### src/rtl/spi_dac_pkg.sv
// Shared types and SPI mode constants for the SPI DAC writer.
package spi_dac_pkg;

  typedef enum logic [2:0] {
    ST_IDLE,
    ST_SETUP,
    ST_SHIFT,
    ST_HOLD,
    ST_GAP
  } state_t;

  localparam int CPOL_IDLE_LOW        = 0;
  localparam int CPOL_IDLE_HIGH       = 1;
  localparam int CPHA_SAMPLE_LEADING  = 0;
  localparam int CPHA_SAMPLE_TRAILING = 1;

  function automatic int csel_width(input int n_cs);
    return (n_cs > 1) ? $clog2(n_cs) : 1;
  endfunction

endpackage

### src/rtl/spi_dac_writer_if.sv
// Frame request handshake between a producer and the SPI DAC writer.
interface spi_dac_writer_if #(
  parameter int DATA_W = 16,
  parameter int CSEL_W = 1
);
  logic              s_valid;
  logic              s_ready;
  logic [DATA_W-1:0] s_data;
  logic [CSEL_W-1:0] s_cs_sel;

  modport master (output s_valid, output s_data, output s_cs_sel, input s_ready);
  modport slave  (input s_valid, input s_data, input s_cs_sel, output s_ready);
endinterface

### src/rtl/spi_clk_div.sv
// Half-period tick generator: one-cycle pulse every CLK_DIV enabled cycles.
module spi_clk_div #(
  parameter int CLK_DIV = 12
) (
  input  logic clk,
  input  logic reset_n,
  input  logic en,
  output logic tick
);
  localparam int CNT_W = $clog2(CLK_DIV + 1);
  localparam logic [CNT_W-1:0] CNT_LAST = CNT_W'(CLK_DIV - 1);

  logic [CNT_W-1:0] cnt_reg;
  logic [CNT_W-1:0] cnt_next;

  assign tick = en && (cnt_reg == CNT_LAST);

  // Counting restarts from zero whenever disabled so every phase begins aligned.
  always_comb begin
    cnt_next = cnt_reg;
    if (!en || tick) begin
      cnt_next = '0;
    end else begin
      cnt_next = cnt_reg + CNT_W'(1);
    end
  end

  always_ff @(posedge clk or negedge reset_n) begin
    if (!reset_n) begin
      cnt_reg <= '0;
    end else begin
      cnt_reg <= cnt_next;
    end
  end
endmodule

### src/rtl/spi_dac_writer.sv
// SPI DAC frame writer: accepts one word per handshake and shifts it out MSB first
// on the selected chip select, then holds all selects high for a minimum gap.
module spi_dac_writer
  import spi_dac_pkg::*;
#(
  parameter int DATA_W  = 16,
  parameter int CLK_DIV = 12,
  parameter int N_CS    = 1,
  parameter int CPOL    = 0,
  parameter int CPHA    = 1,
  parameter int CS_GAP  = 4
) (
  input  logic            clk,
  input  logic            reset_n,
  spi_dac_writer_if.slave s_if,
  output logic            sclk,
  output logic            mosi,
  output logic [N_CS-1:0] cs_n,
  output logic            busy,
  output logic            done
);
  localparam int CSEL_W = csel_width(N_CS);
  localparam int BIT_W  = $clog2(2 * DATA_W + 1);
  localparam int GAP_W  = $clog2(CS_GAP + 1);
  localparam logic [BIT_W-1:0] LAST_EDGE = BIT_W'(2 * DATA_W - 1);
  localparam logic [GAP_W-1:0] GAP_LAST  = GAP_W'(CS_GAP - 1);
  localparam logic SCLK_IDLE    = (CPOL != CPOL_IDLE_LOW);
  localparam logic SAMPLE_TRAIL = (CPHA == CPHA_SAMPLE_TRAILING);

  state_t            state_reg, state_next;
  logic [DATA_W-1:0] shift_reg, shift_next;
  logic [CSEL_W-1:0] sel_reg, sel_next;
  logic [BIT_W-1:0]  edge_reg, edge_next;
  logic [GAP_W-1:0]  gap_reg, gap_next;
  logic              sclk_reg, sclk_next;
  logic              mosi_reg, mosi_next;
  logic              done_reg, done_next;
  logic [N_CS-1:0]   cs_n_reg, cs_n_next;
  logic [N_CS-1:0]   cs_hit;
  logic              armed_reg;
  logic              tick, div_en, accept, in_frame_next, leading_edge, mosi_update;

  assign div_en = (state_reg == ST_SETUP) || (state_reg == ST_SHIFT) || (state_reg == ST_HOLD);
  assign s_if.s_ready = armed_reg && (state_reg == ST_IDLE);
  assign accept       = s_if.s_valid && s_if.s_ready;
  assign sel_next     = accept ? s_if.s_cs_sel : sel_reg;

  // edge_reg counts edges already made, so an even count means the next edge leads.
  assign leading_edge = ~edge_reg[0];
  assign mosi_update  = SAMPLE_TRAIL ? leading_edge
                                     : (!leading_edge && (edge_reg != LAST_EDGE));

  genvar gi;
  generate
    for (gi = 0; gi < N_CS; gi++) begin : g_cs_dec
      assign cs_hit[gi] = (sel_next == CSEL_W'(gi));
    end
  endgenerate

  spi_clk_div #(.CLK_DIV(CLK_DIV)) u_div (
    .clk     (clk),
    .reset_n (reset_n),
    .en      (div_en),
    .tick    (tick)
  );

  always_comb begin
    state_next = state_reg;
    shift_next = shift_reg;
    edge_next  = edge_reg;
    gap_next   = gap_reg;
    sclk_next  = sclk_reg;
    mosi_next  = mosi_reg;
    done_next  = 1'b0;
    case (state_reg)
      ST_IDLE: begin
        if (accept) begin
          state_next = ST_SETUP;
          if (SAMPLE_TRAIL) begin
            shift_next = s_if.s_data;
          end else begin
            // Leading-edge sampling needs the MSB on the wire before the first edge.
            mosi_next  = s_if.s_data[DATA_W-1];
            shift_next = s_if.s_data << 1;
          end
        end
      end
      ST_SETUP: begin
        if (tick) state_next = ST_SHIFT;
      end
      ST_SHIFT: begin
        if (tick) begin
          sclk_next = ~sclk_reg;
          edge_next = edge_reg + BIT_W'(1);
          if (mosi_update) begin
            mosi_next  = shift_reg[DATA_W-1];
            shift_next = shift_reg << 1;
          end
          if (edge_reg == LAST_EDGE) begin
            state_next = ST_HOLD;
            edge_next  = '0;
          end
        end
      end
      ST_HOLD: begin
        if (tick) begin
          state_next = ST_GAP;
          done_next  = 1'b1;
          mosi_next  = 1'b0;
          shift_next = '0;
        end
      end
      ST_GAP: begin
        if (gap_reg == GAP_LAST) begin
          state_next = ST_IDLE;
          gap_next   = '0;
        end else begin
          gap_next = gap_reg + GAP_W'(1);
        end
      end
      default: state_next = ST_IDLE;
    endcase
    in_frame_next = (state_next == ST_SETUP) || (state_next == ST_SHIFT) ||
                    (state_next == ST_HOLD);
    cs_n_next = in_frame_next ? ~cs_hit : '1;
  end

  always_ff @(posedge clk or negedge reset_n) begin
    if (!reset_n) begin
      state_reg <= ST_IDLE;
      shift_reg <= '0;
      sel_reg   <= '0;
      edge_reg  <= '0;
      gap_reg   <= '0;
      sclk_reg  <= SCLK_IDLE;
      mosi_reg  <= 1'b0;
      done_reg  <= 1'b0;
      cs_n_reg  <= '1;
      armed_reg <= 1'b0;
    end else begin
      state_reg <= state_next;
      shift_reg <= shift_next;
      sel_reg   <= sel_next;
      edge_reg  <= edge_next;
      gap_reg   <= gap_next;
      sclk_reg  <= sclk_next;
      mosi_reg  <= mosi_next;
      done_reg  <= done_next;
      cs_n_reg  <= cs_n_next;
      armed_reg <= 1'b1;
    end
  end

  assign sclk = sclk_reg;
  assign mosi = mosi_reg;
  assign cs_n = cs_n_reg;
  assign done = done_reg;
  assign busy = (state_reg != ST_IDLE);
endmodule

### src/flat_wrapper.sv
// flat-port wrapper written by rule: the top's interface ports become plain ports
module spi_dac_writer_flat import spi_dac_pkg::*;
#(
  parameter int DATA_W  = 16,
  parameter int CLK_DIV = 12,
  parameter int N_CS    = 1,
  parameter int CPOL    = 0,
  parameter int CPHA    = 1,
  parameter int CS_GAP  = 4
)
  (clk, reset_n, sclk, mosi, cs_n, busy, done, s_if_s_valid, s_if_s_data, s_if_s_cs_sel, s_if_s_ready);
  spi_dac_writer_if #(.DATA_W(DATA_W), .CSEL_W(1)) s_if_i ();
  input  logic clk;
  input  logic reset_n;
  output logic sclk;
  output logic mosi;
  output logic [N_CS-1:0] cs_n;
  output logic busy;
  output logic done;
  input wire logic [$bits(s_if_i.s_valid)-1:0] s_if_s_valid;
  input wire logic [$bits(s_if_i.s_data)-1:0] s_if_s_data;
  input wire logic [$bits(s_if_i.s_cs_sel)-1:0] s_if_s_cs_sel;
  output wire logic [$bits(s_if_i.s_ready)-1:0] s_if_s_ready;
  assign s_if_i.s_valid = s_if_s_valid;
  assign s_if_i.s_data = s_if_s_data;
  assign s_if_i.s_cs_sel = s_if_s_cs_sel;
  assign s_if_s_ready = s_if_i.s_ready;
  spi_dac_writer #(.DATA_W(DATA_W), .CLK_DIV(CLK_DIV), .N_CS(N_CS), .CPOL(CPOL), .CPHA(CPHA), .CS_GAP(CS_GAP)) u_core (.clk(clk), .reset_n(reset_n), .s_if(s_if_i), .sclk(sclk), .mosi(mosi), .cs_n(cs_n), .busy(busy), .done(done));
endmodule
### config.mk
export PLATFORM = sky130hd
export DESIGN_NAME = spi_dac_writer_flat
export DESIGN_NICKNAME = d
export VERILOG_FILES = /design/src/rtl/spi_dac_pkg.sv /design/src/rtl/spi_dac_writer_if.sv /design/src/rtl/spi_clk_div.sv /design/src/rtl/spi_dac_writer.sv /design/src/flat_wrapper.sv
export SDC_FILE = /design/constraint.sdc
export NUM_CORES = 1
export LEC_CHECK = 0
export BUFFER_PORTS_ARGS = -buffer_cell sky130_fd_sc_hd__buf_2
export CAP_MARGIN = 15
export CORE_MARGIN = 10
export CORE_UTILIZATION = 52
export DETAILED_ROUTE_END_ITERATION = 10
export GPL_ROUTABILITY_DRIVEN = 0
export PLACE_DENSITY = 0.71
export SLEW_MARGIN = 25
export SYNTH_ARGS = -nofsm -noshare
export SYNTH_HDL_FRONTEND = slang
export SYNTH_SLANG_ARGS = --single-unit
### constraint.sdc
create_clock -name clk -period 1.9 [get_ports clk]
set_input_delay 0.095 -clock clk [delete_from_list [all_inputs] [get_ports clk]]
set_output_delay 0.095 -clock clk [all_outputs]
set_load 0.05 [all_outputs]
==> After elaboration in Yosys (flattened, before gate mapping) <==
Cells that the tools add are included.
{ "totals": {"regBits": 38, "in_bits": 20, "out_inout_bits": 6, "wordCells": 68} }
{ "op_classes": {"addsub": 3, "eq_ne": 14, "mux": 23, "n_bitwise": 1, "reduce_logical": 16} }
{ "ops": {"columns": ["cell", "n"], "rows": [
  ["$mux W16", 4],
  ["$pmux W16 S3", 1],
  ["$mux W3", 7],
  ["$eq A3 B2 Y1 const B", 5],
  ["$pmux W3 S5", 1],
  ["$mux W1", 7],
  ["$add A6 B1 Y6 const B", 1],
  ["$eq A3 B1 Y1 const B", 2],
  ["$eq A6 B5 Y1 const B", 1],
  ["$mux W6", 1],
  ["$ne A2 B2 Y1 const B", 3],
  ["$reduce_bool A3 Y1", 2],
  ["$logic_or A1 B1 Y1", 5],
  ["$reduce_and A5 Y1", 1],
  ["$add A4 B1 Y4 const B", 1],
  ["$eq A4 B4 Y1 const B", 1],
  ["$mux W4", 1],
  ["$reduce_and A4 Y1", 1],
  ["$add A3 B1 Y3 const B", 1],
  ["$eq A3 B3 Y1 const B", 1],
  ["$logic_and A1 B1 Y1", 3],
  ["$logic_not A3 Y1", 1],
  ["$ne A2 B1 Y1 const B", 1],
  ["$pmux W1 S2", 1],
  ["4 further kinds", 4]
]} }

==> Logic depth before layout (Yosys ltp) <==
Gate-level depths: netlist of the first run.
{ "depth": {"depth_word": 10, "mapped_depth": 6, "ltp_nobuf": 5} }

==> Modules after synthesis <==
A second synthesis of the first run with hierarchy kept.
{ "unflattened": {"hier_cells": 182, "area_unflattened_um2": 1971.9} }
{ "by_module_without_submodules": {"columns": ["mod", "instances", "cells_per_inst", "area_each_um2", "seq_area_each_um2"], "rows": [
  ["spi_dac_writer", 1, 165, 1779.2, 852.1],
  ["spi_clk_div", 1, 17, 192.7, 100.1]
]} }

==> Worst setup path after synthesis of the first run <==
No wires, ideal clock.
{ "synth_path": {"path_type": "register to register", "startpoint": "register u_core.u_div.cnt_reg[0]", "endpoint": "register u_core.edge_reg[5]", "setup_ps": 128, "arrival_ps": 1655, "t_required_ps": 1772, "slack_ps": 117, "path_stages_with_launch": 7, "n_path_buf": 1, "period_less_slack_ps": 1783, "cell_sequence": "dfrtp_1 -> ha_1 -> nand3b_4 -> or3_1 -> buf_6 -> nor3_4 -> mux2_1"} }
{ "synth_between": {"elab_chain_len": 3} }
{ "synth_lines": {"columns": ["element", "line_no", "source"], "rows": [
  ["start: declaration", "spi_clk_div.sv:13", "logic [CNT_W-1:0] cnt_reg;"],
  ["start signal: assignment", "spi_clk_div.sv:32", "cnt_reg <= cnt_next;"],
  ["$eq A4 B4 Y1", "spi_clk_div.sv:16", "assign tick = en && (cnt_reg == CNT_LAST);"],
  ["$logic_and A1 B1 Y1", "spi_clk_div.sv:16", null],
  ["$reduce_and A2 Y1 (no line)", null, null],
  ["end signal: assignment", "spi_dac_writer.sv:144", "edge_reg <= edge_next;"],
  ["end: declaration", "spi_dac_writer.sv:33", "logic [BIT_W-1:0] edge_reg, edge_next;"]
]} }
No other way between the ends.
A chain may end at the register's enable or synchronous reset.

==> Worst setup path in the final report of the first run <==
{ "layout_path": {"startpoint": "register u_core.state_reg[1]", "endpoint": "output s_if_s_ready"} }
{ "layout_between": {"elab_chain_len": 2} }
{ "layout_lines": {"columns": ["element", "line_no", "source"], "rows": [
  ["start: declaration", "spi_dac_writer.sv:30", "state_t state_reg, state_next;"],
  ["start signal: assignment", "spi_dac_writer.sv:141", "state_reg <= state_next;"],
  ["$logic_not A3 Y1", "spi_dac_writer.sv:44", "assign s_if.s_ready = armed_reg && (state_reg == ST_IDLE);"],
  ["$logic_and A1 B1 Y1", "spi_dac_writer.sv:44", null],
  ["end: declaration", "flat_wrapper.sv:23", "output wire logic [$bits(s_if_i.s_ready)-1:0] s_if_s_ready;"]
]} }
No other way between the ends.

==> results of run 1 <==
[final cells by class]
cell class,instances,area share [%]
Sequential cell,38,44.42
Timing Repair Buffer,35,10.39
Tap cell,46,2.685
Inverter,5,0.8757
Multi-Input combinational cell,128,39.35
Clock buffer,8,2.277
[cells in the final DEF, fill, tap and decap left out, drive strengths merged, types with 2 or more instances in the layout]
cell         count
nand2b           2
xnor2            4
o21ai            5
a21oi           32
inv              5
or3              3
xor2             2
clkbuf           9
ha               3
nand2            7
nand3            4
buf             31
nor2            28
dlygate4sd3      3
dfrtp           37
a31oi            2
nor3             6
mux2             4
nor3b           14
[worst min-delay path by stage]
stage                     from              endpoint  cells after the start
6_report       s_if_s_data[11]  u_core.shift_reg[11]                      3
4_1_cts        s_if_s_data[12]  u_core.shift_reg[12]                      3
3_5_place_dp           reset_n    u_core.edge_reg[4]                      1
3_3_place_gp           reset_n           u_core.sclk                      1
5_1_grt         s_if_s_data[4]   u_core.shift_reg[4]                      3
2_1_floorplan          reset_n      u_core.armed_reg                      0
[metrics by stage]
step           cell area [um2]  util (%)
2_1_floorplan             1882         -
5_1_grt                   2143     62.75
4_1_cts                   2133     62.45
3_5_place_dp              2054     60.15
3_3_place_gp              2054     60.15
6_report                  2143     62.75
[per-layer routing]
layer	part of all wire [%]	up-vias	GRT usage [%]
met3	4.9	8	4.343
li1	-	690	-
met1	42	679	11.87
met2	51	21	20.63
met5	0	-	0
met4	2.0	0	5.810
[cells by family after synthesis]
logic type,Yosys count,synth area share (%)
DFF,38,50.60
and+or+nand+nor,69,20.01
adders and majority gates,3,1.995
AOI/OAI and AO/OA,45,17.02
other,1,0.1993
buffers and inverters,16,4.986
muxes,4,2.393
xor gates and xnor gates,6,2.793
[cell usage after synthesis, drive strengths merged]
| cell type | number |
|---|---|
| o32ai | 1 |
| dfstp | 1 |
| nand2 | 7 |
| nand3 | 4 |
| ha | 3 |
| and2 | 1 |
| dfrtp | 37 |
| clkbuf | 3 |
| mux2 | 4 |
| buf | 8 |
| a31oi | 2 |
| a311oi | 1 |
| nand3b | 1 |
| o21ai | 5 |
| nor2 | 28 |
| or3 | 3 |
| nand2b | 2 |
| nor3 | 6 |
| nor2b | 1 |
| a2111oi | 1 |
| inv | 5 |
| xnor2 | 4 |
| a22o | 1 |
| a41oi | 1 |
| nor4 | 1 |
| xor2 | 2 |
| a21oi | 32 |
| conb | 1 |
| and3b | 1 |
| nor3b | 14 |
| a21o | 1 |
[power groups by stage]
stage,clock (uW),sequential [uW],combinational (uW)
floorplan,0,1370,848
CTS,407,1280,1210
detailed placement,0,1300,1210
global placement,0,1270,1160
global route,442,1320,1330
finish,391,1280,1210
[worst max-delay path: stages, from the launching register on]
cell      delay (ns)
dfrtp_1         0.47
or3_1           0.50
nor2_1          0.14
clkbuf_4        0.24
[timing repair]
item	in CTS	in global routing
gates resized for setup	0	3
hold buffers	3	0
endpoints found under the hold margin	39	0
setup endpoints to repair	0	2
==> flow_metrics.env, run 1 <==
export IMPL_ys_types=36
export IMPL_slew_viol_final=0
export IMPL_grt_ovfl_total=0
export IMPL_sw_frac_of_total_pct=39.44
export IMPL_post_drt_wl_per_cell_um=13.67
export IMPL_synthToLayoutAreaGrowth_pct=13.90
export IMPL_dp_hpwl_mm=2.589
export IMPL_core_um2=3416
export IMPL_r2r_cells=5
export IMPL_cts_buffers=5
export IMPL_p_seq_share_pct=44.4
export IMPL_setup_tns_ns=0
export IMPL_fin_ws_ns=0.1147
export IMPL_track_usage_pct=11.70
export IMPL_ys_seq_elements=38
export IMPL_root_buffer="clkbuf_4"
export IMPL_yosys_area_top_type_share_pct=49.20
export IMPL_clockBufferDepth=2
export IMPL_synth_avg_cell_area_um2=10.34
export IMPL_syn_num_nets=205
export IMPL_syn_cell_area_um2=1882
export IMPL_p_switching_uw=1135
export IMPL_grt_pass1_wl_mm=6.099
export IMPL_crit_arrival_ns=1.69
export IMPL_setup_viol=0
export IMPL_crit_fanout=7
export IMPL_regToRegEndpoint="u_core.edge_reg[5]"
export IMPL_drcViolationCount=0
export IMPL_pwr_share_clk_pct=13.6
export IMPL_yosysSeqAreaShare_pct=50.60
export IMPL_combPwrFrac_pct=42.0
export IMPL_finalClockSkew_ns=0.008421
export IMPL_ir_drop_mv=0.6661
export IMPL_antenna_found_initial=0
export IMPL_chipHeight_um=80.16
export IMPL_design_power_total_uw=2878
export IMPL_die_w_um=80.16
export IMPL_synth_cells=182
export IMPL_outcome="finished clean"
export IMPL_dr_total_vias=1398
export IMPL_die_area_um2=6425
export IMPL_grt_max_degree=39
export IMPL_powerDensity_nw_per_um2=1343
export IMPL_io_buffers=25
export IMPL_grt_pass1_vias=1476
export IMPL_rsz0062_at_grt="false"
export IMPL_crit_path_start_kind="flip-flop"
export IMPL_stdcell_count=260
export IMPL_via_per_inst=5.377
export IMPL_r2r_start="u_core.u_div.cnt_reg[0]"
export IMPL_n_fill_cell=297
export IMPL_crit_path_start="u_core.state_reg[1]"
export IMPL_antennaDiodeCount=0
export IMPL_yosys_warnings=0
export IMPL_worst_slew_pin_slew_ns=0.8153
export IMPL_fmax_mhz=560.1
export IMPL_largest_register_ff_count=16
export IMPL_post_place_ws_ns=0.05121
export IMPL_finalHoldViolCount=0
export IMPL_postRouteAntennaNets=0
export IMPL_drt_pass1_iterations=5
export IMPL_post_cts_setup_buffers=0
export IMPL_leakage_uw=0.0009633
export IMPL_p_int_uw=1743
export IMPL_multi_input_area_um2=843.3
export IMPL_hold_worst_slack_ns=0.04638
export IMPL_hold_class="input pin to flip-flop"
export IMPL_cts_num_sinks=38
export IMPL_initial_core_util_pct=55.09
export IMPL_period_needed_ns=1.785
export IMPL_yosysTopAreaCell="dfrtp_1"
export IMPL_first_iter_violations=54
export IMPL_nNetsFinal=236
export IMPL_placed_cells=249
export IMPL_critical_path_class="flip-flop to output port"
export IMPL_clk_latency_ns=0.34
export IMPL_finalWirelength_mm=3.554
export IMPL_relSlewSlack_pct=45.64
export IMPL_ys_top_cells_by_area="dfrtp_1, a21oi_2, nor2_1"
export IMPL_seqCellArea_um2=952.2
export IMPL_pin_count=26
export IMPL_cts_tree="built"
export IMPL_htreeDepth=2
export IMPL_rows=21
export IMPL_end_kind="output port"
export IMPL_fin_crit_sh_pct=93.96
export IMPL_maxCapViolations=0
export IMPL_rrSetupSlack_ns=0.12
export IMPL_clk_pin_slew_ns=0.11
export IMPL_drive_above_1_share_pct=28.04
export IMPL_critPathCapture="s_if_s_ready"
export IMPL_worstPathRequired_ns=1.80
Power figures use the tool's default switching activity.
==> inputs of run 2 (changes only) <==
--- a/config.mk
+++ b/config.mk
@@ -5,7 +5,7 @@
 export SDC_FILE = /design/constraint.sdc
 export NUM_CORES = 1
 export LEC_CHECK = 0
-export BUFFER_PORTS_ARGS = -buffer_cell sky130_fd_sc_hd__buf_2
+export BUFFER_PORTS_ARGS = -buffer_cell sky130_fd_sc_hd__buf_4
 export CAP_MARGIN = 15
 export CORE_MARGIN = 10
 export CORE_UTILIZATION = 52
==> run 2 against run 1 <==
Count of clock-buffer cells in the layout fell by 1. Clock skew decreased by 0.0039 ns. Utilization rose by 1.9 points. Worst setup slack got worse by 0.011 ns. Critical path type is now flip-flop to flip-flop. Cell area grew 3.1%. Flip-flop and latch count did not move.
==> flow_metrics.env, run 2 (synthesized netlist as in run 1, its figures left out) <==
export IMPL_final_cell_mix="dfrtp_1, buf_4, nor2_1"
export IMPL_worstPathRequired_ns=2.13
export IMPL_grt_ovfl_total=0
export IMPL_clk_latency_ns=0.33
export IMPL_cts_buffers=5
export IMPL_finalWirelength_mm=3.575
export IMPL_via_per_inst=5.285
export IMPL_chipHeight_um=80.16
export IMPL_fin_crit_sh_pct=94.56
export IMPL_slowest_delay_ns=0.42
export IMPL_drt_pass1_iterations=4
export IMPL_fin_ws_ns=0.1033
export IMPL_period_needed_ns=1.797
export IMPL_multi_input_area_um2=838.3
export IMPL_setup_viol=0
export IMPL_end_kind="flip-flop"
export IMPL_largest_register_ff_count=16
export IMPL_critical_path_class="flip-flop to flip-flop"
export IMPL_io_buffers=25
export IMPL_drcViolationCount=0
export IMPL_grt_pass1_vias=1422
export IMPL_hold_class="input pin to flip-flop"
export IMPL_cts_tree="built"
export IMPL_ir_drop_mv=0.6794
export IMPL_rows=21
export IMPL_pin_count=26
export IMPL_dp_hpwl_mm=2.557
export IMPL_nNetsFinal=236
export IMPL_clk_pin_slew_ns=0.11
export IMPL_initial_core_util_pct=55.09
export IMPL_finalClockSkew_ns=0.004496
export IMPL_htreeDepth=2
export IMPL_clockBufferDepth=2
export IMPL_powerDensity_nw_per_um2=1336
export IMPL_synthToLayoutAreaGrowth_pct=17.42
export IMPL_grt_max_degree=39
export IMPL_dr_total_vias=1374
export IMPL_fmax_mhz=556.6
export IMPL_outcome="finished clean"
export IMPL_postRouteAntennaNets=0
export IMPL_crit_path_start_kind="flip-flop"
export IMPL_grt_pass1_wl_mm=6.127
export IMPL_leakage_uw=0.0009895
export IMPL_cp_top_family="simple AND/OR/NAND/NOR gates"
export IMPL_core_um2=3416
export IMPL_antenna_found_initial=0
export IMPL_maxCapViolations=0
export IMPL_final_common_cell="dfrtp_1"
export IMPL_first_iter_violations=60
export IMPL_die_area_um2=6425
export IMPL_crit_fanout=5
export IMPL_rsz0062_at_grt="false"
export IMPL_drive_above_1_share_pct=28.50
export IMPL_n_fill_cell=282
export IMPL_track_usage_pct=11.75
export IMPL_finalHoldViolCount=0
export IMPL_crit_buf_inv=0
export IMPL_setup_tns_ns=0
export IMPL_crit_chain="ha_2, nand3b_4, or3_1, nor3_4, mux2_1"
export IMPL_worst_path_max_delay_cell="or3_1"
export IMPL_antennaDiodeCount=0
export IMPL_slew_viol_final=0
export IMPL_seqCellArea_um2=952.2
export IMPL_post_drt_wl_per_cell_um=13.75
export IMPL_cts_num_sinks=38
export IMPL_root_buffer="clkbuf_4"
export IMPL_post_place_ws_ns=0.08555
export IMPL_die_w_um=80.16
export IMPL_crit_arrival_ns=2.02
run 2: changes by cell type in the layout (fill, tap and decap cells not counted):
| cell | before | now |
|---|---|---|
| buf_2 | 24 | 0 |
| buf_4 | 6 | 31 |
| clkbuf_1 | 3 | 1 |
| clkbuf_4 | 6 | 5 |
| clkbuf_8 | 0 | 1 |
| clkinv_2 | 0 | 1 |
| or3_1 | 2 | 3 |
| or3_4 | 1 | 0 |
run 2: worst register-to-register path, cell delays in order (launching register included):
cell	delay, ns
dfrtp_1	0.40
ha_2	0.24
nand3b_4	0.12
or3_1	0.42
nor3_4	0.17
mux2_1	0.34
run 2: metal layers:
layer  vias up  global-route usage, %  part of all wire (%)
li1        693                      -                     -
met4         0                  5.282                   1.3
met3         5                  4.009                   5.5
met5         -                      0                     0
met2        25                  19.10                    47
met1       651                  13.67                    46
run 2: cell type report:
class / count / area share [%]
Multi-Input combinational cell: 128 / 37.94
Inverter: 5 / 0.8494
Clock inverter: 1 / 0.2265
Sequential cell: 38 / 43.09
Clock buffer: 7 / 2.492
Tap cell: 46 / 2.605
Timing Repair Buffer: 35 / 12.80
run 2: through the flow:
| stage | cell area (um2) | std cells | hold WS (ns) | power [uW] | utilization, % |
|---|---|---|---|---|---|
| floorplan | 1882 | 182 | -0.2006 | 2220 | - |
| global placement | 2117 | 249 | 0.08334 | 2470 | 61.98 |
| detailed placement | 2117 | 249 | 0.08686 | 2542 | 61.98 |
| CTS | 2207 | 260 | 0.03608 | 2980 | 64.62 |
| global route | 2210 | 260 | 0.04626 | 3183 | 64.69 |
| finish | 2210 | 260 | 0.05470 | 2952 | 64.69 |
run 2: path summary, 6_finish.rpt:
path	start	endpoint	slack, ns	cells after the start
setup / recovery	u_core.u_div.cnt_reg[0]	u_core.edge_reg[5]	0.10	5
hold / removal	s_if_s_data[15]	u_core.shift_reg[15]	0.05	3
setup reg to reg	u_core.u_div.cnt_reg[0]	u_core.edge_reg[5]	0.10	5
hold reg to reg	u_core.edge_reg[4]	u_core.edge_reg[4]	0.48	1
max in group asynchronous	reset_n	u_core.cs_n	1.31	2
min in group asynchronous	reset_n	u_core.sclk	0.25	2
run 2: what timing repair did:
| item | 4_1_cts | 5_1_grt |
|---|---|---|
| setup endpoints to repair | 0 | 1 |
| hold endpoints to repair | 39 | 0 |
| setup buffers | 0 | 0 |
| hold buffers | 3 | 0 |
| gates resized for setup | 0 | 1 |
run 2: report_power, final:
part	switching [uW]	leakage [uW]	internal [uW]	total, uW
logic	718	0.000483	520	1240
registers	174	0.000472	1110	1280
clock network	252	0.0000353	179	432
==> inputs of run 3 (changes only) <==
--- a/config.mk
+++ b/config.mk
@@ -11,7 +11,8 @@
 export CORE_UTILIZATION = 52
 export DETAILED_ROUTE_END_ITERATION = 10
 export GPL_ROUTABILITY_DRIVEN = 0
-export PLACE_DENSITY = 0.71
+export MAX_ROUTING_LAYER = met4
+export PLACE_DENSITY = 0.78
 export SLEW_MARGIN = 25
 export SYNTH_ARGS = -nofsm -noshare
 export SYNTH_HDL_FRONTEND = slang
==> constraint.sdc (replaced) <==
create_clock -name clk -period 1.75 [get_ports clk]
set_input_delay 0.0875 -clock clk [delete_from_list [all_inputs] [get_ports clk]]
set_output_delay 0.0875 -clock clk [all_outputs]
set_load 0.05 [all_outputs]
==> run 3 against run 2 <==
Power up 18%. Flip-flop and latch count unchanged. Largest cell class unchanged. Worst setup slack worse by 0.055 ns. Via count up 6.1%. Count of clock-buffer cells in the layout unchanged. Register-to-register slack worse by 0.06 ns. First-iteration DRC count up 15%. Critical path type unchanged. Global-route usage up 0.31 points. Final cell count up 3.1%. Clock power up 34%. Cell area up 6.9%. Critical path depth up 2.
==> flow_metrics.env, run 3 (synthesized netlist as in run 1, its figures left out) <==
export IMPL_track_usage_pct=12.06
export IMPL_first_iter_violations=69
export IMPL_multi_input_area_um2=862.1
export IMPL_grt_pass1_vias=1402
export IMPL_nNetsFinal=244
export IMPL_setup_tns_ns=0
export IMPL_crit_arrival_ns=1.97
export IMPL_crit_chain="nand2b_1, buf_4, o32ai_4, buf_12, buf_12, nand3_1, o21ai_0"
export IMPL_p_switching_uw=1309
export IMPL_powerDensity_nw_per_um2=1475
export IMPL_dr_total_vias=1458
export IMPL_drive_above_1_share_pct=32.88
export IMPL_dpl_cell_area_um2=2137
export IMPL_outcome="finished clean"
export IMPL_pwr_share_clk_pct=16.7
export IMPL_cts_tree="built"
export IMPL_worst_path_max_delay_cell="dfrtp_2"
export IMPL_finalClockSkew_ns=0.01362
export IMPL_dp_hpwl_mm=2.567
export IMPL_htreeDepth=2
export IMPL_finalWirelength_mm=3.960
export IMPL_crit_fanout=18
export IMPL_clk_pin_slew_ns=0.11
export IMPL_period_needed_ns=1.702
export IMPL_ir_drop_mv=0.8579
export IMPL_clockBufferDepth=2
export IMPL_die_w_um=80.16
export IMPL_grt_ovfl_total=0
export IMPL_slowest_delay_ns=0.46
export IMPL_crit_path_start_kind="flip-flop"
export IMPL_initial_core_util_pct=55.09
export IMPL_seqCellArea_um2=954.7
export IMPL_pin_count=26
export IMPL_end_kind="flip-flop"
export IMPL_drcViolationCount=0
export IMPL_post_drt_wl_per_cell_um=14.78
export IMPL_postRouteAntennaNets=0
export IMPL_rows=21
export IMPL_leakage_uw=0.001050
export IMPL_fmax_mhz=587.6
export IMPL_grt_max_degree=39
export IMPL_chipHeight_um=80.16
export IMPL_rsz0062_at_grt="true"
export IMPL_die_area_um2=6425
export IMPL_p_int_uw=2176
export IMPL_crit_top_cell="buf_12"
export IMPL_final_cell_mix="buf_4, dfrtp_1, nor2_1"
export IMPL_postLayoutCellArea_um2=2362
export IMPL_drt_pass1_iterations=4
export IMPL_io_buffers=25
export IMPL_slew_viol_final=0
export IMPL_via_per_inst=5.440
export IMPL_critical_path_class="flip-flop to flip-flop"
export IMPL_p_seq_share_pct=40.8
export IMPL_sw_frac_of_total_pct=37.56
export IMPL_n_fill_cell=274
export IMPL_combPwrFrac_pct=42.6
export IMPL_clk_latency_ns=0.34
export IMPL_maxCapViolations=0
export IMPL_finalHoldViolCount=0
export IMPL_core_um2=3416
export IMPL_cts_buffers=5
export IMPL_root_buffer="clkbuf_4"
export IMPL_setup_viol=0
export IMPL_hold_path_depth=3
export IMPL_synthToLayoutAreaGrowth_pct=25.53
export IMPL_hold_class="input pin to flip-flop"
export IMPL_worstPathRequired_ns=2.02
export IMPL_fin_crit_sh_pct=97.25
export IMPL_r2r_cells=7
export IMPL_antenna_found_initial=0
export IMPL_largest_register_ff_count=16
export IMPL_grt_pass1_wl_mm=6.175
export IMPL_cts_num_sinks=38
export IMPL_antennaDiodeCount=0
## run 3: per-stage QoR
stage	hold WS, ns	cells	worst slack, ns	util, %	total power (uW)
after floorplan	-0.2081	182	-0.01181	-	2416
after global placement	0.07174	251	0.07541	62.56	2691
after detailed placement	0.08144	251	0.003703	62.56	2768
after CTS	0.03583	262	0.006841	65.93	3374
after global routing	0.02069	268	-0.04823	69.16	3740
final	0.02949	268	0.04816	69.16	3485
## run 3: timing repair
| item | CTS | global route |
|---|---|---|
| gates resized for setup | 1 | 5 |
| pin swaps | 0 | 1 |
| setup endpoints to repair | 1 | 7 |
| gates cloned | 0 | 3 |
| hold buffers | 3 | 0 |
| endpoints found under the hold margin | 39 | 0 |
| setup buffers | 0 | 3 |
## run 3: path summary, 6_finish.rpt
kind / start / slack [ns] / endpoint
min in group asynchronous: reset_n / 0.24 / u_core.shift_reg[13]
worst min register to register: u_core.sclk / 0.47 / u_core.sclk
worst max-delay path: u_core.state_reg[2] / 0.05 / u_core.shift_reg[0]
worst max register to register: u_core.state_reg[2] / 0.05 / u_core.shift_reg[0]
worst min-delay path: s_if_s_data[9] / 0.03 / u_core.shift_reg[9]
max in group asynchronous: reset_n / 1.15 / u_core.cs_n
## run 3: final cells by class
type | instances | share of cell area [%]
clock buffer | 7 | 1.907
clock inverter | 1 | 1.271
inverter | 5 | 0.7945
multi-input combinational | 128 | 36.49
sequential | 38 | 40.41
tap | 46 | 2.436
timing repair buffer | 43 | 16.68
## run 3: layer usage
metal  wire (um)  vias to the layer above  GRT usage (%)
li1            -                      710              -
met1        1735                      709          13.98
met2        2006                       32          19.90
met3         177                        7          3.229
met4          40                        0          3.697
met5           0                        -              -
## run 3: critical path, delay by kind of cell (launching register included)
kind                   cells  cell delay, ns
DFF                        1            0.46
AOI/OAI and AO/OA          2            0.40
buffers and inverters      3            0.49
and+or+nand+nor            2            0.28
## run 3: power by group through the flow
stage	clock network, uW	registers (uW)	logic, uW
2_1_floorplan	0	1490	926
3_3_place_gp	0	1390	1300
3_5_place_dp	0	1420	1350
4_1_cts	593	1410	1370
5_1_grt	644	1460	1630
6_report	581	1420	1480
